### config.mk
export PLATFORM = sky130hd
export DESIGN_NAME = board_refresh_ctrl
export DESIGN_NICKNAME = d
export VERILOG_FILES = /design/src/rtl/board_refresh_ctrl_pkg.sv /design/src/rtl/board_refresh_ctrl_score_accum.sv /design/src/rtl/board_refresh_ctrl.sv
export SDC_FILE = /design/constraint.sdc
export NUM_CORES = 1
export LEC_CHECK = 0
export ABC_AREA = 1
export CAP_MARGIN = 30
export CORE_ASPECT_RATIO = 0.5
export CORE_MARGIN = 3
export CORE_UTILIZATION = 30
export CTS_CLUSTER_DIAMETER = 80
export CTS_CLUSTER_SIZE = 40
export DETAILED_ROUTE_END_ITERATION = 10
export DONT_BUFFER_PORTS = 1
export PLACE_DENSITY = 0.41
export REMOVE_ABC_BUFFERS = 1
export SLEW_MARGIN = 40
export SYNTH_ARGS = -nofsm -noshare
export SYNTH_HDL_FRONTEND = slang
export SYNTH_SLANG_ARGS = --single-unit
### constraint.sdc
create_clock -name clk -period 3.6 [get_ports clk]
set_input_delay 0.72 -clock clk [delete_from_list [all_inputs] [get_ports clk]]
set_output_delay 0.72 -clock clk [all_outputs]
set_load 0.05 [all_outputs]
### src/rtl/board_refresh_ctrl_pkg.sv
// Shared constants, FSM state type and line-clear point values for the board refresh sequencer.
package board_refresh_ctrl_pkg;

  localparam int W  = 10;
  localparam int H  = 20;
  localparam int AW = 5;

  typedef enum logic [2:0] {
    S_IDLE,
    S_RD,
    S_CHK,
    S_FILL,
    S_WIPE,
    S_DONE
  } state_t;

  localparam logic [15:0] PTS_1 = 16'd1;
  localparam logic [15:0] PTS_2 = 16'd3;
  localparam logic [15:0] PTS_3 = 16'd5;
  localparam logic [15:0] PTS_4 = 16'd8;

endpackage

### src/rtl/board_refresh_ctrl_score_accum.sv
// Score register: adds line-clear points on i_add, saturating at 0xFFFF; i_clr zeroes it.
// One-cycle update latency; no backpressure.
module score_accum
  import board_refresh_ctrl_pkg::*;
(
  input  logic        clk,
  input  logic        rstn,
  input  logic        i_clr,
  input  logic        i_add,
  input  logic [2:0]  i_cnt,
  output logic [15:0] o_score
);

  logic [15:0] r_score;
  logic [15:0] w_pts;
  logic [16:0] w_sum;

  // Counts above four only arise from illegal boards; they earn the four-line value.
  always_comb begin
    case (i_cnt)
      3'd0:    w_pts = 16'd0;
      3'd1:    w_pts = PTS_1;
      3'd2:    w_pts = PTS_2;
      3'd3:    w_pts = PTS_3;
      default: w_pts = PTS_4;
    endcase
  end

  assign w_sum = {1'b0, r_score} + {1'b0, w_pts};

  always_ff @(posedge clk or negedge rstn) begin
    if (!rstn) begin
      r_score <= '0;
    end else if (i_clr) begin
      r_score <= '0;
    end else if (i_add) begin
      r_score <= w_sum[16] ? 16'hFFFF : w_sum[15:0];
    end
  end

  assign o_score = r_score;

endmodule

### src/rtl/board_refresh_ctrl.sv
// Board row RAM sequencer: bottom-up scan removes full rows, compacts the rest, zero-fills the top.
// Refresh pass takes 2H+C+1 cycles, wipe H+1; start pulses are dropped while busy.
module board_refresh_ctrl
  import board_refresh_ctrl_pkg::*;
(
  input  logic          clk,
  input  logic          rstn,
  input  logic          refresh,
  input  logic          clear_all,
  input  logic [AW-1:0] disp_addr,
  input  logic [W-1:0]  ram_rdata,
  output logic [AW-1:0] ram_addr,
  output logic          ram_we,
  output logic [W-1:0]  ram_wdata,
  output logic          busy,
  output logic          refresh_done,
  output logic [2:0]    lines_cleared,
  output logic [15:0]   score
);

  localparam logic [AW-1:0] ROW_LAST = AW'(H - 1);

  state_t        r_state;
  logic [AW-1:0] r_rd_row;
  logic [AW-1:0] r_wr_row;
  logic [2:0]    r_cnt;
  logic [2:0]    r_fcnt;
  logic          r_wipe;
  logic          r_done;
  logic [2:0]    r_lines;

  logic          w_full;
  logic [2:0]    w_cnt_nxt;
  logic          w_chk_wr;
  logic          w_add;
  logic          w_clr;

  assign w_full    = (ram_rdata == {W{1'b1}});
  assign w_cnt_nxt = (w_full && r_cnt != 3'd7) ? r_cnt + 3'd1 : r_cnt;
  // Rows below the first full row are already in place, so they are not rewritten.
  assign w_chk_wr  = (r_state == S_CHK) && !w_full && (r_rd_row != r_wr_row);

  // The write in CHK must use ram_rdata of the same cycle, so the port is driven combinationally.
  always_comb begin
    ram_addr  = r_rd_row;
    ram_we    = 1'b0;
    ram_wdata = '0;
    case (r_state)
      S_IDLE: ram_addr = disp_addr;
      S_CHK: begin
        if (w_chk_wr) begin
          ram_addr  = r_wr_row;
          ram_we    = 1'b1;
          ram_wdata = ram_rdata;
        end
      end
      S_FILL: begin
        ram_addr = r_wr_row;
        ram_we   = 1'b1;
      end
      S_WIPE: ram_we = 1'b1;
      default: ;
    endcase
  end

  always_ff @(posedge clk or negedge rstn) begin
    if (!rstn) begin
      r_state  <= S_IDLE;
      r_rd_row <= ROW_LAST;
      r_wr_row <= ROW_LAST;
      r_cnt    <= '0;
      r_fcnt   <= '0;
      r_wipe   <= 1'b0;
      r_done   <= 1'b0;
      r_lines  <= '0;
    end else begin
      r_done <= 1'b0;
      case (r_state)
        S_IDLE: begin
          if (clear_all) begin
            r_state  <= S_WIPE;
            r_rd_row <= '0;
            r_wipe   <= 1'b1;
            r_lines  <= '0;
          end else if (refresh) begin
            r_state  <= S_RD;
            r_rd_row <= ROW_LAST;
            r_wr_row <= ROW_LAST;
            r_cnt    <= '0;
            r_wipe   <= 1'b0;
          end
        end
        S_RD: r_state <= S_CHK;
        S_CHK: begin
          r_cnt <= w_cnt_nxt;
          if (!w_full) r_wr_row <= r_wr_row - 1'b1;
          if (r_rd_row == '0) begin
            r_fcnt <= '0;
            if (w_cnt_nxt != '0) begin
              r_state <= S_FILL;
            end else begin
              r_state <= S_DONE;
              r_done  <= 1'b1;
              r_lines <= '0;
            end
          end else begin
            r_rd_row <= r_rd_row - 1'b1;
            r_state  <= S_RD;
          end
        end
        S_FILL: begin
          r_wr_row <= r_wr_row - 1'b1;
          r_fcnt   <= r_fcnt + 3'd1;
          if (r_fcnt == r_cnt - 3'd1) begin
            r_state <= S_DONE;
            r_done  <= 1'b1;
            r_lines <= r_cnt;
          end
        end
        S_WIPE: begin
          if (r_rd_row == ROW_LAST) begin
            r_state <= S_DONE;
            r_done  <= 1'b1;
          end else begin
            r_rd_row <= r_rd_row + 1'b1;
          end
        end
        S_DONE: r_state <= S_IDLE;
        default: r_state <= S_IDLE;
      endcase
    end
  end

  assign w_add = (r_state == S_DONE) && !r_wipe;
  assign w_clr = (r_state == S_IDLE) && clear_all;

  score_accum u_score (
    .clk     (clk),
    .rstn    (rstn),
    .i_clr   (w_clr),
    .i_add   (w_add),
    .i_cnt   (r_cnt),
    .o_score (score)
  );

  assign busy          = (r_state != S_IDLE);
  assign refresh_done  = r_done;
  assign lines_cleared = r_lines;

endmodule

== Word level (Yosys, flattened, before mapping) ==
Cells that the tools add are included.

* Register bits: 40
* Memories kept: 0
* Output and inout port bits: 37
* ROM bits: 0
* Bits in writable memories: 0
* Input port bits: 19
* Latch bits: 0

* Shift-type cells: 0
* Eq/ne operators: 24
* Add/sub/neg operators: 7
* Muxes and demuxes: 43
* Divide/modulo/power cells: 0
* Multiply operators: 0
* Order comparisons: 0
* Bitwise operators: 0
* Reduce and logical (&&, ||, !) cells: 26

{| class="wikitable"
|+ Operators with widths
! cell !! count
|-
| two-way mux 16 bit || 3
|-
| one-hot mux 5 bit (3 select lines) || 3
|-
| two-way mux 3 bit || 14
|-
| two-way mux 5 bit || 7
|-
| two-way mux 10 bit || 2
|-
| inequality test 2 bit, second input constant || 9
|-
| adder 16 x 4 -> 17 bit || 1
|-
| one-hot mux 4 bit (4 select lines) || 1
|-
| one-hot mux 3 bit (5 select lines) || 1
|-
| equality test 3 x 2 -> 1 bit, second input constant || 4
|-
| one-hot mux 3 bit (2 select lines) || 2
|-
| nonzero test 3 bit || 4
|-
| equality test 10 bit, second input constant || 1
|-
| subtractor 5 x 1 -> 5 bit, second input constant || 2
|-
| one-hot mux 3 bit (3 select lines) || 1
|-
| AND reduction 4 bit || 2
|-
| nonzero test 2 bit || 4
|-
| two-way mux 1 bit || 7
|-
| adder 3 x 1 -> 3 bit, second input constant || 2
|-
| equality test 3 x 1 -> 1 bit, second input constant || 2
|-
| equality test 3 bit, second input constant || 2
|-
| zero test 3 bit || 2
|-
| inequality test 3 bit, second input constant || 2
|-
| AND reduction 3 bit || 2
|-
| 14 further kinds || 20
|}

== Logic depth before layout (Yosys ltp) ==
* Depth after elaboration: 7
* Depth in mapped cells: 16
* Mapped depth without buffers: 16

== Hierarchy ==
From an unflattened synthesis, not the netlist that was laid out.

* Cells, all modules: 431
* Area total of the unflattened synthesis: 3072.9 um^2

{| class="wikitable"
|+ Modules (own cells, without submodules)
! module !! instances !! cells each !! area each (um^2) !! sequential area each (um^2)
|-
| board_refresh_ctrl || 1 || 263 || 1926.8 || 608.1
|-
| score_accum || 1 || 168 || 1146.1 || 400.4
|}

== Worst setup path after synthesis ==
OpenSTA, ideal clock, no wires.

* Path kind: input -> output
* From: input ram_rdata[3]
* To: output ram_addr[0]
* Stages on the path: 6
* Arrival: 2319 ps
* Required time: 2880 ps
* Setup slack: 561 ps
* Cell sequence: nand2_1 -> nor2_2 -> nand3_1 -> nand3_2 -> a21oi_1 -> o21ai_0

* Longest elaborated chain between the ends: 6

{| class="wikitable"
|+ Ends and longest elaborated chain
! what !! line !! text
|-
| from (decl) || board_refresh_ctrl.sv:11 || <nowiki>input logic [W-1:0] ram_rdata,</nowiki>
|-
| equality test 10 bit || board_refresh_ctrl.sv:38 || <nowiki>assign w_full = (ram_rdata == {W{1'b1}});</nowiki>
|-
| zero test 1 bit || n/a ||
|-
| logical AND 1 bit (2 in a row) || board_refresh_ctrl.sv:41 || <nowiki>assign w_chk_wr = (r_state == S_CHK) && !w_full && (r_rd_row != r_wr_row);</nowiki>
|-
| two-way mux 5 bit || board_refresh_ctrl.sv:51 || <nowiki>if (w_chk_wr) begin</nowiki>
|-
| one-hot mux 5 bit (3 select lines) || board_refresh_ctrl.sv:48 || <nowiki>case (r_state)</nowiki>
|-
| to (decl) || board_refresh_ctrl.sv:12 || <nowiki>output logic [AW-1:0] ram_addr,</nowiki>
|}

No other way between the ends.

== Worst setup path in the final report ==
* From: register r_state[2]
* To: output ram_addr[3]

* Longest elaborated chain between the ends: 5

{| class="wikitable"
|+ Ends and longest elaborated chain
! what !! line !! text
|-
| from (decl) || board_refresh_ctrl.sv:23 || <nowiki>state_t r_state;</nowiki>
|-
| from (signal assigned) || board_refresh_ctrl.sv:68 || <nowiki>r_state <= S_IDLE;</nowiki>
|-
| from (signal assigned) || board_refresh_ctrl.sv:81 || <nowiki>r_state <= S_WIPE;</nowiki>
|-
| from (signal assigned) || board_refresh_ctrl.sv:86 || <nowiki>r_state <= S_RD;</nowiki>
|-
| equality test 3 x 2 -> 1 bit || board_refresh_ctrl.sv:41, board_refresh_ctrl.sv:48 ||
|-
| logical AND 1 bit (2 in a row) || board_refresh_ctrl.sv:41 ||
|-
| two-way mux 5 bit || board_refresh_ctrl.sv:51 ||
|-
| one-hot mux 5 bit (3 select lines) * || board_refresh_ctrl.sv:48 ||
|}

Every way passes the cells marked *; elsewhere a longest branch is shown, timed or not.

==> qor.txt <==
Routed WL -> 8140 µm
RSZ-0062 raised after global routing -> no
Distinct cells, synth -> 45
Largest net degree at the start of global routing -> 41
WL met1 -> 4190 µm
Hold Path Class -> in -> async
Cells after Synth -> 416
Grt ovf -> 0
Most common cell after layout, fill and taps aside -> nand2_1
Die height -> 77.6 µm
Tightest Pin Transition -> 0.717 ns
Cell family with most CP delay -> simple AND/OR/NAND/NOR gates
Met3 routed WL -> 442 µm
Clk buf depth -> 2
Skew-Pair Late Insertion Delay -> 0.28 ns
Root buffer cell -> clkbuf_16
Crit-path cells -> inv_4 > nand2_2 > nor2_2 > nand3_2 > a21oi_1 > o21ai_1 > buf_4
Final instance area -> 0.00352 mm²
CTS tree -> built
# setup viols final -> 0
I/O Buffers -> 0
Via count -> 2659
Ys Warns -> 0
Die width -> 149 µm
Normalized max-slew margin -> 0.520
Max-slew violation count -> 0
Post-synth top flop -> dfrtp_1
Area of the multi-input gates -> 0.00183 mm²
Critical Path Slowest Stage Cell -> dfrtp_1
# hold bufs at CTS -> 0
Fmax -> 324 MHz
Final period utilization -> 0.857
Nets@finish -> 471
GPL Wtd Cong -> 0.804
Initial Util -> 0.317
Clock H-tree levels -> 2
Tmin final -> 3.09 ns
Worst path bufs/invs -> 2
Gr usage total -> 0.147
CP peak stage delay -> 0.44 ns
Worst endpoint required time -> 2.88 ns
Startpoint types -> flip-flop
Count of state elements after synthesis -> 40
Row cnt -> 25
Uppermost routed layer -> met4
Seq. cell area -> 0.00101 mm²
Core Footprint -> 0.00970 mm²
Syn avg cell area -> 7.40 µm²
Placed Area -> 0.00333 mm²
CTS Buf Count -> 5
Worst VDD drop -> 0.000504 V
Pre-Repair DR Iteration Count -> 4
CTS clock-pin slew for the worst setup and hold paths -> 0.06 ns
Metal2 WL -> 3480 µm
Worst reg2reg setup slack -> 1.08 ns
Share of post-route cells with drive strength above 1 -> 0.168
Nature of the critical path endpoint -> output pin
Boundary Pins -> 56
# diodes -> 0
PD cells -> 830 mW/mm²
DPL Wire Length -> 6230 µm
Leading area contributor after synthesis -> dfrtp_1
Crit Path Class -> reg -> out
DRT iter0 DRCs -> 104
Antenna violations before repair -> 0
Register area share after synthesis -> 0.328
EDFF count, synth -> 0
Ys async rst share -> 1.00
Drt wl/cell -> 14.3 µm
Die Area -> 0.0116 mm²
PostCTS Resize Cnt -> 0
Drc violations -> 0
Fill count -> 1068
Routed Antenna Nets -> 0
Crit-path max FO -> 13
Post-CTS setup buffers -> 0
Post-Syn Area -> 0.00308 mm²
Worst Skew -> 0.00360 ns
First-pass GRT wire length -> 13800 µm
Vias in the first global route -> 2699
Status -> complete, no violations
WP data arrival -> 2.37 ns
Synth area leaders -> dfrtp_1 (28%), nand2_1 (15%), ha_1 (6.5%)
Max-Cap Viols -> 0
Leakage -> 1.83 nW
Setup_tns -> 0 ns
Most frequent cells in the layout -> nand2_1 (122), inv_1 (47), nor2_1 (34), dfrtp_1 (34), nand3_1 (24)
DR vias/cell -> 4.66
Synth-to-Final Area Change -> 14.2%
Fin. Hold Viols -> 0
# clock sinks -> 40
Yosys top cell area share -> 0.276
path summary, 6_finish.rpt:
| kind | endpoint | cells past startpoint | from |
|---|---|---|---|
| setup / recovery | ram_addr[3] | 7 | r_state[2]$_DFFE_PN0P_ |
| hold / removal | u_score.o_score[14]$_DFFE_PN0P_ | 0 | rstn |
| setup reg to reg | u_score.o_score[11]$_DFFE_PN0P_ | 14 | r_cnt[1]$_DFFE_PN0P_ |
| hold reg to reg | r_wr_row[4]$_DFFE_PN1P_ | 2 | r_wr_row[4]$_DFFE_PN1P_ |
| max in group asynchronous | r_rd_row[4]$_DFFE_PN1P_ | 0 | rstn |
| min in group clk | r_wr_row[4]$_DFFE_PN1P_ | 2 | r_wr_row[4]$_DFFE_PN1P_ |
cell families after synthesis:
kind of cell / Yosys count / share of synthesized area
xor+xnor: 16 / 0.0480
simple gates: 222 / 0.349
fa+ha+maj: 18 / 0.0780
compound gates: 60 / 0.120
flops: 40 / 0.328
buf+inv: 60 / 0.0776
layout make-up:
| cell class | instances | area share |
|---|---|---|
| Inverter | 56 | 0.0605 |
| Clock buffer | 7 | 0.0434 |
| Tap cell | 135 | 0.0480 |
| Timing Repair Buffer | 15 | 0.0320 |
| Multi-Input combinational cell | 316 | 0.521 |
| Sequential cell | 40 | 0.287 |
| Clock inverter | 1 | 0.00854 |
per-layer routing:
metal / vias up / track usage
met5: - / 0
met1: 1229 / 0.213
li1: 1376 / -
met4: 0 / 0.0192
met3: 2 / 0.0373
met2: 52 / 0.228
registers in the layout (all words and copies together), names as in the netlist:
register         cells
r_wr_row             5
r_wipe               1
r_rd_row             5
r_fcnt               3
refresh_done         1
lines_cleared        3
r_state              3
r_cnt                3
u_score.o_score     16
synthesized netlist by cell type, drive strengths merged (4+ instances only):
| master | n |
|---|---|
| xor2 | 13 |
| buf | 4 |
| ha | 16 |
| or2 | 4 |
| nand4 | 7 |
| nand2 | 128 |
| inv | 55 |
| nand3 | 27 |
| a21boi | 5 |
| nor2 | 48 |
| o21ai | 29 |
| a22oi | 4 |
| a21oi | 13 |
| nor3 | 6 |
| dfstp | 6 |
| dfrtp | 34 |
report_power, final:
group / leakage, nW / switching, mW / internal (mW)
Clock: 0.0901 / 0.192 / 0.366
Combinational: 1.21 / 1.07 / 0.491
Sequential: 0.527 / 0.224 / 0.579
Total: 1.83 / 1.48 / 1.44
through the flow:
stage	std cells	hold slack [ns]	power [mW]	utilization	setup WS [ns]
floorplan	412	0.424	2.00	-	0.434
global placement	562	0.425	2.36	0.344	0.836
detailed placement	562	0.425	2.38	0.344	0.791
CTS	570	0.113	2.95	0.363	0.487
global route	570	0.110	3.17	0.363	0.346
finish	570	0.125	2.92	0.363	0.514
(Power assumes the default switching activity.)
